### config.mk
export PLATFORM = sky130hd
export DESIGN_NAME = turbo_symbol_packer
export DESIGN_NICKNAME = d
export VERILOG_FILES = /design/src/rtl/turbo_pkg.sv /design/src/rtl/turbo_word_fifo.sv /design/src/rtl/turbo_symbol_packer.sv
export SDC_FILE = /design/constraint.sdc
export NUM_CORES = 1
export LEC_CHECK = 0
export ABC_AREA = 0
export CAP_MARGIN = 20
export CORE_MARGIN = 5
export CORE_UTILIZATION = 59
export DETAILED_ROUTE_END_ITERATION = 10
export PLACE_DENSITY = 0.85
export SYNTH_ARGS = -nofsm -noshare
export SYNTH_HDL_FRONTEND = slang
export SYNTH_SLANG_ARGS = --single-unit
### constraint.sdc
create_clock -name i_clk -period 8.4 [get_ports i_clk]
set_input_delay 1.68 -clock i_clk [delete_from_list [all_inputs] [get_ports i_clk]]
set_output_delay 1.68 -clock i_clk [all_outputs]
set_load 0.01 [all_outputs]
### src/rtl/turbo_pkg.sv
// Shared types and constants for the turbo encoder readout path.
package turbo_pkg;

  localparam int unsigned SymWDefault = 6;
  localparam int unsigned WordW       = 32;
  localparam int unsigned CountW      = 3;

  // Frame FSM encoding
  typedef logic [0:0] frame_state_t;
  localparam frame_state_t StIdle    = 1'b0;
  localparam frame_state_t StInFrame = 1'b1;

  typedef struct packed {
    logic [WordW-1:0]  data;
    logic [CountW-1:0] count;
    logic              bof;
    logic              eof;
  } fifo_entry_t;

endpackage

### src/rtl/turbo_word_fifo.sv
// Synchronous FIFO of packed word entries; head is read combinationally from storage.
module turbo_word_fifo
  import turbo_pkg::*;
#(
  parameter int unsigned Depth = 4
) (
  input  logic        clk_i,
  input  logic        rst_i,
  input  logic        wr_i,
  input  fifo_entry_t wr_entry_i,
  input  logic        rd_i,
  output fifo_entry_t rd_entry_o,
  output logic        full_o,
  output logic        empty_o
);

  localparam int unsigned PtrW = $clog2(Depth);

  logic [PtrW:0] wr_ptr_q, wr_ptr_d;
  logic [PtrW:0] rd_ptr_q, rd_ptr_d;
  fifo_entry_t   mem_q [Depth];
  logic          wr_fire, rd_fire;

  // Extra wrap bit distinguishes full from empty when the indices match.
  assign empty_o = (wr_ptr_q == rd_ptr_q);
  assign full_o  = (wr_ptr_q[PtrW] != rd_ptr_q[PtrW]) &&
                   (wr_ptr_q[PtrW-1:0] == rd_ptr_q[PtrW-1:0]);

  assign wr_fire    = wr_i & ~full_o;
  assign rd_fire    = rd_i & ~empty_o;
  assign rd_entry_o = mem_q[rd_ptr_q[PtrW-1:0]];

  always_comb begin
    wr_ptr_d = wr_ptr_q;
    rd_ptr_d = rd_ptr_q;
    if (wr_fire) wr_ptr_d = wr_ptr_q + {{PtrW{1'b0}}, 1'b1};
    if (rd_fire) rd_ptr_d = rd_ptr_q + {{PtrW{1'b0}}, 1'b1};
  end

  always_ff @(posedge clk_i) begin
    if (rst_i) begin
      wr_ptr_q <= '0;
      rd_ptr_q <= '0;
    end else begin
      wr_ptr_q <= wr_ptr_d;
      rd_ptr_q <= rd_ptr_d;
    end
  end

  always_ff @(posedge clk_i) begin
    if (wr_fire) mem_q[wr_ptr_q[PtrW-1:0]] <= wr_entry_i;
  end

endmodule

### src/rtl/turbo_symbol_packer.sv
// Packs coded symbols into 32-bit words with frame markers and flags framing errors.
module turbo_symbol_packer
  import turbo_pkg::*;
#(
  parameter int unsigned SYM_W         = SymWDefault,
  parameter int unsigned SYMS_PER_WORD = 5,
  parameter int unsigned FIFO_DEPTH    = 4
) (
  input  logic              i_clk,
  input  logic              i_rst,
  input  logic              i_valid,
  input  logic [SYM_W-1:0]  i_data,
  input  logic              i_bof,
  input  logic              i_eof,
  output logic              o_ready,
  output logic              o_valid,
  output logic [WordW-1:0]  o_data,
  output logic [CountW-1:0] o_count,
  output logic              o_bof,
  output logic              o_eof,
  input  logic              i_ready,
  output logic              o_err
);

  localparam logic [CountW-1:0] FullCount = CountW'(SYMS_PER_WORD);

  typedef logic [SYMS_PER_WORD-1:0][SYM_W-1:0] slots_t;

  frame_state_t      state_q, state_d;
  slots_t            slots_q, slots_d;
  logic [CountW-1:0] count_q, count_d;
  logic              word_bof_q, word_bof_d;
  logic              err_q, err_d;

  logic              accept;
  logic              do_insert;
  logic              partial_flush;
  logic [CountW-1:0] ins_idx;
  logic [CountW-1:0] new_count;
  logic              ins_bof;
  logic              wr_en;
  fifo_entry_t       wr_entry;
  fifo_entry_t       head;
  logic              fifo_full, fifo_empty;

  // Slots at or beyond n are forced to zero so stale symbols never leak out.
  function automatic logic [WordW-1:0] pack_word(input slots_t s, input logic [CountW-1:0] n);
    logic [WordW-1:0] w;
    w = '0;
    for (int k = 0; k < int'(SYMS_PER_WORD); k++) begin
      if (k < int'(n)) w[SYM_W*k +: SYM_W] = s[k];
    end
    return w;
  endfunction

  assign accept = i_valid & o_ready;

  always_comb begin
    state_d       = state_q;
    slots_d       = slots_q;
    count_d       = count_q;
    word_bof_d    = word_bof_q;
    err_d         = err_q;
    do_insert     = 1'b0;
    partial_flush = 1'b0;
    ins_idx       = count_q;
    ins_bof       = word_bof_q;
    new_count     = '0;
    wr_en         = 1'b0;
    wr_entry      = '0;

    if (accept) begin
      if (state_q == StIdle) begin
        if (i_bof) begin
          do_insert = 1'b1;
          ins_idx   = '0;
          ins_bof   = 1'b1;
          state_d   = StInFrame;
        end else begin
          err_d = 1'b1;
        end
      end else if (i_bof) begin
        // Missing eof: close the open word, then restart at slot 0.
        err_d     = 1'b1;
        do_insert = 1'b1;
        ins_idx   = '0;
        ins_bof   = 1'b1;
        if (count_q != '0) begin
          partial_flush  = 1'b1;
          wr_en          = 1'b1;
          wr_entry.data  = pack_word(slots_q, count_q);
          wr_entry.count = count_q;
          wr_entry.bof   = word_bof_q;
          wr_entry.eof   = 1'b1;
        end
      end else begin
        do_insert = 1'b1;
      end

      if (do_insert) begin
        slots_d[ins_idx] = i_data;
        new_count        = ins_idx + CountW'(1);
        // Only one FIFO write per cycle: a partial flush defers this word.
        if (!partial_flush && (i_eof || new_count == FullCount)) begin
          wr_en          = 1'b1;
          wr_entry.data  = pack_word(slots_d, new_count);
          wr_entry.count = new_count;
          wr_entry.bof   = ins_bof;
          wr_entry.eof   = i_eof;
          count_d        = '0;
          word_bof_d     = 1'b0;
          if (i_eof) state_d = StIdle;
        end else begin
          count_d    = new_count;
          word_bof_d = ins_bof;
        end
      end
    end
  end

  always_ff @(posedge i_clk) begin
    if (i_rst) begin
      state_q    <= StIdle;
      slots_q    <= '0;
      count_q    <= '0;
      word_bof_q <= 1'b0;
      err_q      <= 1'b0;
    end else begin
      state_q    <= state_d;
      slots_q    <= slots_d;
      count_q    <= count_d;
      word_bof_q <= word_bof_d;
      err_q      <= err_d;
    end
  end

  turbo_word_fifo #(
    .Depth(FIFO_DEPTH)
  ) u_fifo (
    .clk_i     (i_clk),
    .rst_i     (i_rst),
    .wr_i      (wr_en),
    .wr_entry_i(wr_entry),
    .rd_i      (i_ready),
    .rd_entry_o(head),
    .full_o    (fifo_full),
    .empty_o   (fifo_empty)
  );

  assign o_ready = ~fifo_full;
  assign o_valid = ~fifo_empty;
  assign o_data  = o_valid ? head.data  : '0;
  assign o_count = o_valid ? head.count : '0;
  assign o_bof   = o_valid & head.bof;
  assign o_eof   = o_valid & head.eof;
  assign o_err   = err_q;

endmodule

* Word-level counts from Yosys, hierarchy flattened *
Memories as Yosys holds them, arrays and structs flattened. A register that Yosys moved wholly into a read port is not among the register bits.
Cells that the tools add are included.

word-level totals
  register bits after elaboration = 42
  memory bits (writable) = 148
  bits of input ports = 12
  output and inout bits = 40
  word-level logic and storage cells = 94
  memories = 1

memories
  name          words  width  rd ports  clocked after Yosys merged registers in  wr ports  RTL line               RTL
  u_fifo.mem_q  4      37     1         1                                        1         turbo_word_fifo.sv:21  fifo_entry_t mem_q [Depth];

operators by class
  add/sub/neg operators = 3
  magnitude comparators = 12
  eq/ne operators = 6
  mux-type cells = 46
  bitwise operators = 7
  reduce and logical (&&, ||, !) cells = 8

operators by type and width
  cell                                                         number
  2-to-1 mux 37 bit                                            3
  2-to-1 mux 35 bit                                            3
  2-to-1 mux 6 bit                                             11
  2-to-1 mux 32 bit                                            1
  bitwise mux 30 bit                                           1
  2-to-1 mux 1 bit                                             20
  demux 6 bit (select 3 bit)                                   1
  less-than comparator 1 x 3 -> 1 bit (first input constant)   4
  less-than comparator 2 x 3 -> 1 bit (first input constant)   4
  2-to-1 mux 3 bit                                             4
  adder 3 x 1 -> 3 bit (second input constant)                 3
  less-than comparator 3 bit (first input constant)            2
  AND 1 bit                                                    5
  less-than comparator 3 x 4 -> 1 bit (second input constant)  1
  2-to-1 mux 2 bit                                             2
  == test 3 bit                                                1
  == test 3 bit (second input constant)                        1
  >= comparator 3 x 1 -> 1 bit (second input constant)         1
  logical AND 1 bit                                            3
  AND reduction 3 bit                                          1
  nonzero test 3 bit                                           1
  == test 2 bit                                                1
  inequality test 2 x 1 -> 1 bit (second input constant)       1
  inequality test 2 bit (second input constant)                1
  5 further kinds                                              6

* Depth between registers and ports, before layout *
  depth in word-level cells = 15
  gate-level depth with buffers = 10
  depth with buffers taken out = 8

* By module *
A second synthesis with hierarchy kept.

second synthesis, totals
  cells, all modules = 568
  area total of the unflattened synthesis = 8341.8 µm²

modules (own cells, without submodules)
  module               instances  cells an instance  area an instance (µm²)  seq. area each (µm²)
  turbo_word_fifo      1          261                5905.7                  4604.4
  turbo_symbol_packer  1          307                2436.1                  720.7

* Worst setup path before layout *
No wires, ideal clock.

  kind = in2reg
  from = input i_bof
  to = memory u_fifo.mem_q[3][0] (netlist name) (enable)
  arrival time = 3.978 ns
  data required time = 8.004 ns
  slack = 4.026 ns
  cell stages on the path = 8
  cells stage by stage = clkbuf_1 inv_1 ha_1 buf_1 a2111oi_0 o31a_1 buf_2 and2_1

between the ends
  cells in the longest elaborated chain, start to end = 12
  elaborated cells on any way between the ends = 19
  classes of those cells = 1 x add/sub; 1 x eq/ne; 13 x mux; 1 x bitwise; 3 x reduce/logical

RTL lines
  element                                   RTL line                                              RTL
  start: declaration                        turbo_symbol_packer.sv:13                             input logic i_bof,
  2-to-1 mux 3 bit                          turbo_symbol_packer.sv:74, turbo_symbol_packer.sv:82
  2-to-1 mux 3 bit                          turbo_symbol_packer.sv:72                             if (accept) begin
  adder 3 x 1 -> 3 bit                      turbo_symbol_packer.sv:102                            new_count = ins_idx + CountW'(1);
  == test 3 bit                             turbo_symbol_packer.sv:104                            if (!partial_flush && (i_eof || new_count == FullCount)) begin
  logical OR 1 bit                          turbo_symbol_packer.sv:104
  logical AND 1 bit                         turbo_symbol_packer.sv:104
  2-to-1 mux 1 bit                          turbo_symbol_packer.sv:104
  2-to-1 mux 1 bit *                        turbo_symbol_packer.sv:100                            if (do_insert) begin
  2-to-1 mux 1 bit *                        turbo_symbol_packer.sv:72
  AND 1 bit *                               turbo_word_fifo.sv:29                                 assign wr_fire = wr_i & ~full_o;
  2-to-1 mux 1 bit *                        turbo_word_fifo.sv:51                                 if (wr_fire) mem_q[wr_ptr_q[PtrW-1:0]] <= wr_entry_i;
  2-to-1 mux 1 bit (not written as such) *  turbo_word_fifo.sv:51
  end: declaration                          turbo_word_fifo.sv:21

Mark *: on every way between the ends. The rest lies on a longest branch, timed or not. The select of a mux whose other input is x is not followed.

* Worst setup path in the final report *
  from = input i_bof
  to = memory u_fifo.mem_q[3][12] (netlist name) (enable)

The elaborated chain is that of the path after synthesis.

==> results_dict.tcl <==
set metrics [dict create \
    synth_edf_count 140 \
    dpl.hpwl_mm 11.0 \
    netlist_area_sq_um 7950 \
    clockBufferDepth 2 \
    max_freq_mhz 203 \
    layout.nets 613 \
    cts-htree-levels 4 \
    die_y_microns 126 \
    path_max_fanout 19 \
    synth_xor_area_frac 0.00881 \
    crit_family "buffers and inverters" \
    reg2reg_depth 8 \
    cpPeakStageDelay_ns 0.81 \
    critPathMostFrequentCell "inv_1" \
    crit_chain "clkdlybuf4s50_1 -> nor2b_1 -> inv_1 -> ha_1 -> inv_1 -> a2111oi_0 -> o31a_1 -> and2_1 -> buf_4" \
    stdcell_area_sq_um 9110 \
    synth-compound-area-share 0.0843 \
    hold_path.startpoint "slots_q[22]" \
    drt_iter0_markers 553 \
    relSlewSlack 0.386 \
    cts_setup_buffers 0 \
    required_ns 8.51 \
    yosysSeqAreaShare 0.639 \
    skew_ns 0.00684 \
    vias 4940 \
    yosysWarnings 0 \
    ys.flop_type "edfxtp_1" \
    period_needed_ns 4.93 \
    hold_path_depth 2 \
    std_cell_rows 42 \
    synthCells 559 \
    die_x_microns 126 \
    fin_hold_ws_ns 0.466 \
    crit_start "i_bof" \
    drive_gt1_frac 0.143 \
    rsz0062_at_grt "false" \
    synth_top_family_by_area "multiplexers" \
    slew_viol_final 0 \
    synthArstFlopShare 0 \
    routed_wl_mm 17.6 \
    drc 0 \
    hold_buffers 0 \
    netlist-cell-type-count 55 \
    r2r_setup_slack_ns 4.88 \
    die_area_sq_um 15900 \
    peakVddDrop_v 0.000120 \
    finalHoldViolCount 0 \
    run_status "completed" \
    cp_num_buf_inv 4 \
    grt_pass1_wl_mm 28.4 \
    crit_type "in2reg" \
    start_kind "primary input" \
    cts_tree "built" \
    tightest_slew_ns 0.921 \
    power_leakage_nw 2.94 \
    mostFrequentLayoutCell "edfxtp_1" \
    dpl_cell_area_sq_um 8540 \
    hold_path_end "slots_q[22]" \
    core_area_sq_um 13200 \
    root_buffer "clkbuf_16" \
    endpoint_kind "flip-flop" \
    maxCapViolations 0 \
    wl_per_cell_microns 22.5 \
    reg2reg_to "u_fifo.mem_q[3][12]" \
    io_buffers 49 \
    final_cell_mix "140 x edfxtp_1, 49 x clkdlybuf4s50_1, 43 x dfxtp_1" \
    fin_crit_sh 0.587 \
    first_pass_iters 5 \
    finalSetupViolCount 0 \
    routed_via_density 6.31 \
    synthMuxAreaShare 0.118 \
    grt_overflow_total 0 \
    syn_to_final_growth_pct 14.6 \
    cp.depth 9 \
    yosys.area_share.adder 0.0110 \
    gp_congestion 0.895 \
    io_pins 52 \
    setup_tns_ns 0 \
    syn_avg_cell_area_sq_um 14.2 \
    path_clk_slew_ns 0.07 \
    initial_utilization 0.601 \
    clock_sink_count 184 \
    gr-usage-all-layers 0.233 \
    ys_ff_latch 184 \
    crit_slowest_cell "clkdlybuf4s50_1" \
    timing.rr.start "count_q[0]" \
    insertion_delay_ns 0.43 \
    ant_nets 0 \
    power.density_nw_per_um2 216 \
    cts_resized 0 \
    synthSimpleGateAreaFrac 0.109 \
    worst_ep_arrival_time_ns 5.04 \
    grt_start_max_net_pins 36 \
    grt_pass1_vias 5017 \
    diodes 0 \
    antenna_found_initial 0 \
    min_path_type "reg2reg" \
    cts_inserted_buffers 17 \
]
## cell usage after synthesis, types with 3 or more instances
| library cell | count | area, sq um |
|---|---|---|
| a21oi_1 | 28 | 140 |
| a22o_1 | 23 | 201 |
| a31oi_1 | 7 | 43.8 |
| and2_1 | 42 | 263 |
| buf_1 | 3 | 11.3 |
| buf_2 | 6 | 30.0 |
| buf_4 | 5 | 37.5 |
| clkbuf_1 | 29 | 109 |
| dfxtp_1 | 44 | 881 |
| edfxtp_1 | 140 | 4200 |
| ha_1 | 7 | 87.6 |
| inv_1 | 8 | 30.0 |
| mux2i_1 | 15 | 150 |
| mux4_2 | 35 | 788 |
| nand2_1 | 39 | 146 |
| nand2b_1 | 4 | 25.0 |
| nand3_1 | 22 | 110 |
| nand3b_1 | 4 | 30.0 |
| nand4b_1 | 6 | 52.6 |
| nor2_1 | 31 | 116 |
| nor2b_1 | 3 | 18.8 |
| nor3_1 | 5 | 25.0 |
| o21a_1 | 4 | 30.0 |
| o21ai_0 | 5 | 25.0 |
| o21ai_1 | 3 | 15.0 |
| xnor2_1 | 4 | 35.0 |
| xor2_1 | 4 | 35.0 |
## routing by layer
metal	GRT usage	share of wire	up-vias
met4	0.100	0.029	0
li1	-	-	2190
met3	0.0461	0.091	42
met1	0.326	0.40	2451
met5	0	0	-
met2	0.361	0.48	257
## per-stage QoR
step	setup WS, ns	utilization	std cells	power [W]
detailed placement	3.03	0.645	751	0.00122
global placement	3.16	0.645	750	0.00122
finish	3.47	0.688	783	0.00197
floorplan	4.03	-	560	0.00114
CTS	3.46	0.688	783	0.00198
global route	3.16	0.688	783	0.00204
## sequential cells by signal, summed over array words and instances, names as in the netlist, named ones only
name / cells
count_q: 3
o_err: 1
slots_q: 30
state_q: 1
u_fifo.mem_q: 140
u_fifo.rd_ptr_q: 3
u_fifo.wr_ptr_q: 3
word_bof_q: 1
## cell families (layout without fill, tap and decap cells)
kind of cell | count (synthesis) | count (layout)
multiplexers | 50 | 50
buffers and inverters | 52 | 99
other | 1 | 2
flip-flops | 184 | 184
AND/OR/NAND/NOR | 165 | 165
AO/OA/AOI/OAI | 92 | 92
adder cells (fa/ha/maj) | 7 | 7
XOR/XNOR | 8 | 8
## worst max path at each step
| stage | end | slack (ns) |
|---|---|---|
| finish | u_fifo.mem_q[3][12] | 3.47 |
| global placement | u_fifo.mem_q[3][13] | 3.16 |
| CTS | u_fifo.mem_q[3][12] | 3.46 |
| floorplan | u_fifo.mem_q[3][0] | 4.03 |
| detailed placement | u_fifo.mem_q[3][14] | 3.03 |
| global route | u_fifo.mem_q[3][12] | 3.16 |
## power breakdown
group,switching [W],internal (W)
registers,0.00000774,0.000982
clock network,0.000340,0.000428
logic,0.000109,0.000105
total,0.000456,0.00152
## area by class of cell
cell class,instances,area (sq um)
fillers,884,4130
multi-input cells,324,2640
clock inverters,13,116
repair buffers,59,563
inverters,8,30.0
clock buffers,19,454
well taps,176,220
flip-flops and latches,184,5090
## worst register-to-register path, delay by kind of cell, from the launching register on
| family | cells | cell delay (ns) |
|---|---|---|
| AND/OR/NAND/NOR | 2 | 1.06 |
| AO/OA/AOI/OAI | 2 | 0.74 |
| buffers and inverters | 3 | 0.64 |
| adder cells (fa/ha/maj) | 1 | 0.21 |
| flip-flops | 1 | 0.53 |
Power figures use the tool's default switching activity.
